### src/rtl/pet_memory_map_pkg.sv
// Shared constants for the PET memory-map decoder: region flag layout, base-map
// address landmarks and the bit positions inside the bank control register.
package pet_memory_map_pkg;

    localparam int CTRL_WIDTH = 8;

    localparam int FLAG_RAM      = 0;
    localparam int FLAG_PIA1     = 1;
    localparam int FLAG_PIA2     = 2;
    localparam int FLAG_VIA      = 3;
    localparam int FLAG_CRTC     = 4;
    localparam int FLAG_IO       = 5;
    localparam int FLAG_MIRRORED = 6;
    localparam int FLAG_READONLY = 7;
    localparam int NUM_FLAGS     = 8;

    typedef logic [NUM_FLAGS-1:0] region_flags_t;

    // Complete flag sets per region; every IO chip also raises the shared io flag.
    localparam region_flags_t FLAGS_RAM  = 8'b0000_0001;
    localparam region_flags_t FLAGS_VRAM = 8'b0100_0001;
    localparam region_flags_t FLAGS_ROM  = 8'b1000_0001;
    localparam region_flags_t FLAGS_PIA1 = 8'b0010_0010;
    localparam region_flags_t FLAGS_PIA2 = 8'b0010_0100;
    localparam region_flags_t FLAGS_VIA  = 8'b0010_1000;
    localparam region_flags_t FLAGS_CRTC = 8'b0011_0000;

    localparam logic [15:0] VRAM_BASE      = 16'h8000;
    localparam logic [15:0] VRAM_END       = 16'h8FFF;
    localparam logic [15:0] IO_PAGE_SIZE   = 16'h0100;
    localparam logic [15:0] IO_WINDOW_SIZE = 16'h0800;
    localparam logic [7:0]  PIA1_OFFSET    = 8'h10;
    localparam logic [7:0]  PIA2_OFFSET    = 8'h20;
    localparam logic [7:0]  VIA_OFFSET     = 8'h40;
    localparam logic [7:0]  CRTC_OFFSET    = 8'h80;

    localparam int CTRL_EXPAND      = 7;
    localparam int CTRL_IO_PEEK     = 6;
    localparam int CTRL_SCREEN_PEEK = 5;
    localparam int CTRL_BANK_HI     = 3;
    localparam int CTRL_BANK_LO     = 2;
    localparam int CTRL_PROTECT_HI  = 1;
    localparam int CTRL_PROTECT_LO  = 0;

endpackage

### src/rtl/banked_address_decoder_bank_ctrl_reg.sv
// Write-only bank control register; loads write_data when the qualified
// control write is presented, otherwise holds.
module bank_ctrl_reg
    import pet_memory_map_pkg::*;
#(
    parameter logic [CTRL_WIDTH-1:0] RESET_VALUE = 8'h00
) (
    input  logic                  clk,
    input  logic                  reset,
    input  logic                  write_en,
    input  logic [CTRL_WIDTH-1:0] write_data,
    output logic [CTRL_WIDTH-1:0] ctrl_value
);

    logic [CTRL_WIDTH-1:0] value_d;
    logic [CTRL_WIDTH-1:0] value_q;

    always_comb begin
        value_d = value_q;
        if (write_en) begin
            value_d = write_data;
        end
    end

    always_ff @(posedge clk or posedge reset) begin
        if (reset) begin
            value_q <= RESET_VALUE;
        end else begin
            value_q <= value_d;
        end
    end

    assign ctrl_value = value_q;

endmodule

### src/rtl/banked_address_decoder.sv
// Registered PET memory-map decoder with 8096-style expansion banking: one
// combinational decode feeding a single output register stage.
module banked_address_decoder
    import pet_memory_map_pkg::*;
#(
    parameter logic [15:0] CTRL_ADDR    = 16'hFFF0,
    parameter logic [15:0] IO_BASE      = 16'hE800,
    parameter int          EXPANSION_EN = 1,
    parameter logic [7:0]  CTRL_RESET   = 8'h00
) (
    input  logic        clk,
    input  logic        reset,
    input  logic        strobe,
    input  logic [15:0] cpu_addr,
    input  logic        cpu_we,
    input  logic [7:0]  cpu_data,
    output logic [16:0] ram_addr,
    output logic        ram_enable,
    output logic        pia1_enable,
    output logic        pia2_enable,
    output logic        via_enable,
    output logic        crtc_enable,
    output logic        io_enable,
    output logic        is_mirrored,
    output logic        is_readonly,
    output logic        decode_valid,
    output logic [7:0]  bank_ctrl
);

    logic          ctrl_write;
    logic [15:0]   io_offset;
    logic          in_vram;
    logic          in_io_page;
    logic          in_io_window;
    logic          hi_half;
    logic          remap;
    logic [16:0]   dec_addr;
    region_flags_t dec_flags;

    logic [16:0]   ram_addr_d, ram_addr_q;
    region_flags_t flags_d, flags_q;
    logic          valid_d, valid_q;

    assign ctrl_write = strobe && cpu_we && (cpu_addr == CTRL_ADDR) && (EXPANSION_EN != 0);

    bank_ctrl_reg #(
        .RESET_VALUE(CTRL_RESET)
    ) u_bank_ctrl_reg (
        .clk       (clk),
        .reset     (reset),
        .write_en  (ctrl_write),
        .write_data(cpu_data),
        .ctrl_value(bank_ctrl)
    );

    assign io_offset    = cpu_addr - IO_BASE;
    assign in_vram      = (cpu_addr >= VRAM_BASE) && (cpu_addr <= VRAM_END);
    assign in_io_page   = (cpu_addr >= IO_BASE) && (io_offset < IO_PAGE_SIZE);
    assign in_io_window = (cpu_addr >= IO_BASE) && (io_offset < IO_WINDOW_SIZE);
    assign hi_half      = cpu_addr[14];

    // Peek-through bits punch the screen and IO holes back into the base map.
    assign remap = bank_ctrl[CTRL_EXPAND] && cpu_addr[15]
                && !(bank_ctrl[CTRL_SCREEN_PEEK] && in_vram)
                && !(bank_ctrl[CTRL_IO_PEEK] && in_io_window);

    always_comb begin
        dec_addr  = {1'b0, cpu_addr};
        dec_flags = FLAGS_ROM;
        if (remap) begin
            dec_addr  = {1'b1, hi_half ? bank_ctrl[CTRL_BANK_HI] : bank_ctrl[CTRL_BANK_LO],
                         cpu_addr[14:0]};
            dec_flags = FLAGS_RAM;
            dec_flags[FLAG_READONLY] = hi_half ? bank_ctrl[CTRL_PROTECT_HI]
                                               : bank_ctrl[CTRL_PROTECT_LO];
        end else if (!cpu_addr[15]) begin
            dec_flags = FLAGS_RAM;
        end else if (in_vram) begin
            dec_flags = FLAGS_VRAM;
        end else if (in_io_page) begin
            if (io_offset[7:0] < PIA1_OFFSET) begin
                dec_flags = FLAGS_RAM;
            end else if (io_offset[7:0] < PIA2_OFFSET) begin
                dec_flags = FLAGS_PIA1;
            end else if (io_offset[7:0] < VIA_OFFSET) begin
                dec_flags = FLAGS_PIA2;
            end else if (io_offset[7:0] < CRTC_OFFSET) begin
                dec_flags = FLAGS_VIA;
            end else begin
                dec_flags = FLAGS_CRTC;
            end
        end
    end

    always_comb begin
        valid_d    = strobe;
        ram_addr_d = ram_addr_q;
        flags_d    = flags_q;
        if (strobe) begin
            ram_addr_d = dec_addr;
            flags_d    = dec_flags;
        end
    end

    always_ff @(posedge clk or posedge reset) begin
        if (reset) begin
            valid_q    <= 1'b0;
            ram_addr_q <= '0;
            flags_q    <= '0;
        end else begin
            valid_q    <= valid_d;
            ram_addr_q <= ram_addr_d;
            flags_q    <= flags_d;
        end
    end

    assign decode_valid = valid_q;
    assign ram_addr     = ram_addr_q;
    assign ram_enable   = flags_q[FLAG_RAM];
    assign pia1_enable  = flags_q[FLAG_PIA1];
    assign pia2_enable  = flags_q[FLAG_PIA2];
    assign via_enable   = flags_q[FLAG_VIA];
    assign crtc_enable  = flags_q[FLAG_CRTC];
    assign io_enable    = flags_q[FLAG_IO];
    assign is_mirrored  = flags_q[FLAG_MIRRORED];
    assign is_readonly  = flags_q[FLAG_READONLY];

endmodule

### config.mk
export PLATFORM = sky130hd
export DESIGN_NAME = banked_address_decoder
export DESIGN_NICKNAME = d
export VERILOG_FILES = /design/src/rtl/pet_memory_map_pkg.sv /design/src/rtl/banked_address_decoder_bank_ctrl_reg.sv /design/src/rtl/banked_address_decoder.sv
export SDC_FILE = /design/constraint.sdc
export NUM_CORES = 1
export LEC_CHECK = 0
export BUFFER_PORTS_ARGS = -buffer_cell sky130_fd_sc_hd__clkbuf_2
export CORE_ASPECT_RATIO = 0.8
export CORE_MARGIN = 1.5
export CORE_UTILIZATION = 47
export DETAILED_ROUTE_END_ITERATION = 8
export PLACE_DENSITY = 0.77
export SKIP_LAST_GASP = 1
export SLEW_MARGIN = 0
export SYNTH_ARGS = -nofsm -noshare
export SYNTH_HDL_FRONTEND = slang
export SYNTH_SLANG_ARGS = --single-unit
### constraint.sdc
create_clock -name clk -period 1.3 [get_ports clk]
set_input_delay 0.26 -clock clk [delete_from_list [all_inputs] [get_ports clk]]
set_output_delay 0.26 -clock clk [all_outputs]
set_load 0.05 [all_outputs]
==> flow_metrics.env <==
export IMPL_die_area_um2=3550
export IMPL_wl_mm=4.09
export IMPL_antenna_found_initial=0
export IMPL_htreeDepth=2
export IMPL_fillers=218
export IMPL_violations="negative setup slack"
export IMPL_worstReg2RegStart="u_bank_ctrl_reg.ctrl_value[7]$_DFFE_PP0P_"
export IMPL_clock_skew_ns=0.00455
export IMPL_wl_per_cell_um=16.8
export IMPL_netlist_top_cells_area="dfrtp_1 (57%), mux2_2 (12%), mux2_4 (8.0%), inv_1 (3.7%), o22ai_1 (2.5%)"
export IMPL_maxSlewHeadroom_pct=70.2
export IMPL_cts_tree="built"
export IMPL_synthCells=117
export IMPL_critical_path_startpoint="cpu_addr[1]"
export IMPL_grt_pass1_vias=1302
export IMPL_internal_power_w=0.00186
export IMPL_synth_cell_types=28
export IMPL_synth_warnings=0
export IMPL_switching_share_pct=28.3
export IMPL_static_leakage_power_nw=1.13
export IMPL_final_common_cell="clkbuf_2"
export IMPL_final_cell_mix="clkbuf_2 (53), dfrtp_1 (34), buf_4 (23)"
export IMPL_die_y_um=53.6
export IMPL_worstSetupPathType="primary input to flop"
export IMPL_yosys_area_top_type_share_pct=56.5
export IMPL_numPortBuffers=61
export IMPL_io_pins=62
export IMPL_cts_sinks=34
export IMPL_end_kind="flop"
export IMPL_rows=18
export IMPL_slowest_delay_ns=0.62
export IMPL_grtUsageMet2_pct=42.2
export IMPL_critPathTopFamily="simple AND/OR/NAND/NOR gates"
export IMPL_grt_pass1_wl_mm=6.08
export IMPL_clk_pin_slew_worst_paths_ns=0.07
export IMPL_vias_per_cell=5.25
export IMPL_path_cells="buf_8 > nor3_4 > nand4_1 > or4_4 > mux2_4"
export IMPL_reg2reg_slack_ns=-0.03
export IMPL_areaGrowthSynthToFinish_pct=46.2
export IMPL_drv_cap=0
export IMPL_pwr_share_comb_pct=20.0
export IMPL_fin_crit_sh_pct=110
export IMPL_grt_ovfl_total=0
export IMPL_dpl_instance_area_um2=1970
export IMPL_hold_viol_final=0
export IMPL_use_met3_pct=4.39
export IMPL_worst_slew_pin_slew_ns=0.443
export IMPL_hold_ws_ns=0.0502
export IMPL_antenna_cells=0
export IMPL_grt_most_used_layer="met2"
export IMPL_firstDrtPassIters=4
export IMPL_drt_iter0_drc=61
export IMPL_slew_violations=0
export IMPL_use_met1_pct=28.3
export IMPL_initial_core_util_pct=49.1
export IMPL_p_per_area_nw_per_um2=1180
export IMPL_dp_slack_ns=-0.468
export IMPL_worstPathMaxFanout=8
export IMPL_syn_nets=146
export IMPL_worst_slack_ns=-0.124
export IMPL_hp_class="primary input to asynchronous set/reset pin"
export IMPL_outcome="finished with violations"
export IMPL_hpwl_mm=2.91
export IMPL_core_um2=3060
export IMPL_cp_num_buf_inv=1
export IMPL_power_frac_seq_pct=44.2
export IMPL_switchingPower_w=0.000732
export IMPL_clkLatencyLatePin_ns=0.28
export IMPL_total_power_w=0.00259
export IMPL_grt_usage_pct=23.8
export IMPL_clk_path_buf_depth=2
export IMPL_post_route_cell_area_um2=2200
export IMPL_critPathArrivalTime_ns=1.58
export IMPL_syn_cell_area_um2=1510
export IMPL_final_nets=231
export IMPL_cp_start_kind="primary input"
export IMPL_die_w_um=66.3
export IMPL_synth_seq_cells=34
export IMPL_power_share_clock_pct=35.7
export IMPL_cts_root_buf="clkbuf_8"
export IMPL_avgSynthCellArea_um2=12.9
export IMPL_period_needed_ns=1.42
export IMPL_via_count=1276
export IMPL_drive_gt1_share_pct=61.6
export IMPL_cp_required_ns=1.46
export IMPL_synth_top_area_cell="dfrtp_1"
export IMPL_max_vdd_ir_drop_uv=697
export IMPL_finalSetupViolCount=9
export IMPL_numCtsBuffers=5
export IMPL_fmax_mhz=702
export IMPL_drc=0
export IMPL_seq_area_frac_synth_pct=56.5
export IMPL_ant_nets=0
export IMPL_place_congestion=0.816
export IMPL_slowest_stage="or4_4"
export IMPL_grt_max_degree=35
export IMPL_rsz0062_at_grt="yes"
## kinds of logic (layout without fill, tap and decap cells)
| group | after synthesis | in the layout | share of synthesized area [%] |
|---|---|---|---|
| DFF | 34 | 34 | 56.5 |
| muxes | 26 | 26 | 21.3 |
| and+or+nand+nor | 23 | 23 | 9.06 |
| buffers and inverters | 19 | 105 | 5.74 |
| AOI/OAI and AO/OA | 14 | 14 | 6.57 |
| adders and majority gates | 1 | 1 | 0.831 |
## worst paths after layout
kind,to,depth (start not counted)
max reg2reg,flags_q[7]$_DFFE_PP0P_,4
min,ram_addr[3]$_DFFE_PP0P_,3
min reg2reg,ram_addr[3]$_DFFE_PP0P_,1
min in group clk,u_bank_ctrl_reg.ctrl_value[2]$_DFFE_PP0P_,2
max in group asynchronous,u_bank_ctrl_reg.ctrl_value[1]$_DFFE_PP0P_,3
max,u_bank_ctrl_reg.ctrl_value[5]$_DFFE_PP0P_,5
## flip-flops by register name (all words and copies together), names as in the netlist
name	flops
ram_addr	17
u_bank_ctrl_reg.ctrl_value	8
decode_valid	1
flags_q	8
## layout make-up
cell class / instances / area, µm² / share of cell area, %
timing repair buffer: 82 / 503 / 22.9
multi-input combinational: 64 / 634 / 28.8
clock buffer: 7 / 76.3 / 3.47
sequential: 34 / 851 / 38.7
clock inverter: 1 / 30.0 / 1.36
inverter: 15 / 56.3 / 2.56
tap: 40 / 50.0 / 2.27
## cell usage after synthesis
library cell,n
dfrtp_1,34
mux2_2,16
inv_1,15
mux2_4,8
nor3_1,6
o22ai_1,6
nand3_1,5
buf_6,2
clkbuf_1,2
mux2i_1,2
nand2_1,2
nor2_1,2
o21ai_0,2
a21bo_2,1
a21o_1,1
a221oi_1,1
and2_1,1
ha_1,1
nand2_4,1
nand4_1,1
nand4b_1,1
nor2b_1,1
nor3_2,1
nor4_1,1
o211ai_1,1
o22a_1,1
o32ai_1,1
or4_4,1
## routing by layer
layer	vias to the layer above	routed length [µm]	part of all wire [%]
met4	0	174	4.3
met2	51	2120	52
met5	-	0	0
li1	585	-	-
met1	618	1600	39
met3	22	186	4.6
## metrics by stage
step	utilization, %	std cells	TNS [ns]
2_1_floorplan	-	117	-3.50
3_3_place_gp	64.4	233	-5.17
3_5_place_dp	64.4	233	-6.62
4_1_cts	69.0	242	-1.07
5_1_grt	71.9	243	-1.38
6_report	71.9	243	-0.944
## power by group through the flow
stage                     combinational (W)  clock, W  sequential, W
final                              0.000519  0.000925        0.00115
after global routing               0.000547  0.000993        0.00115
after CTS                          0.000494  0.000931        0.00114
after detailed placement           0.000484         0        0.00116
after global placement             0.000472         0        0.00116
after floorplan                    0.000113         0        0.00136
## tightest hold or removal path, cell delays in order
cell and delay, ns:
clkbuf_2 0.08, inv_1 0.04, buf_4 0.37
## timing repair
action / 4_1_cts / 5_1_grt
resized for setup: 5 / 26
hold buffers: 0 / 0
setup endpoints to repair: 16 / 18
setup buffers: 1 / 1
pin swaps: 0 / 5
Power figures use the tool's default switching activity.
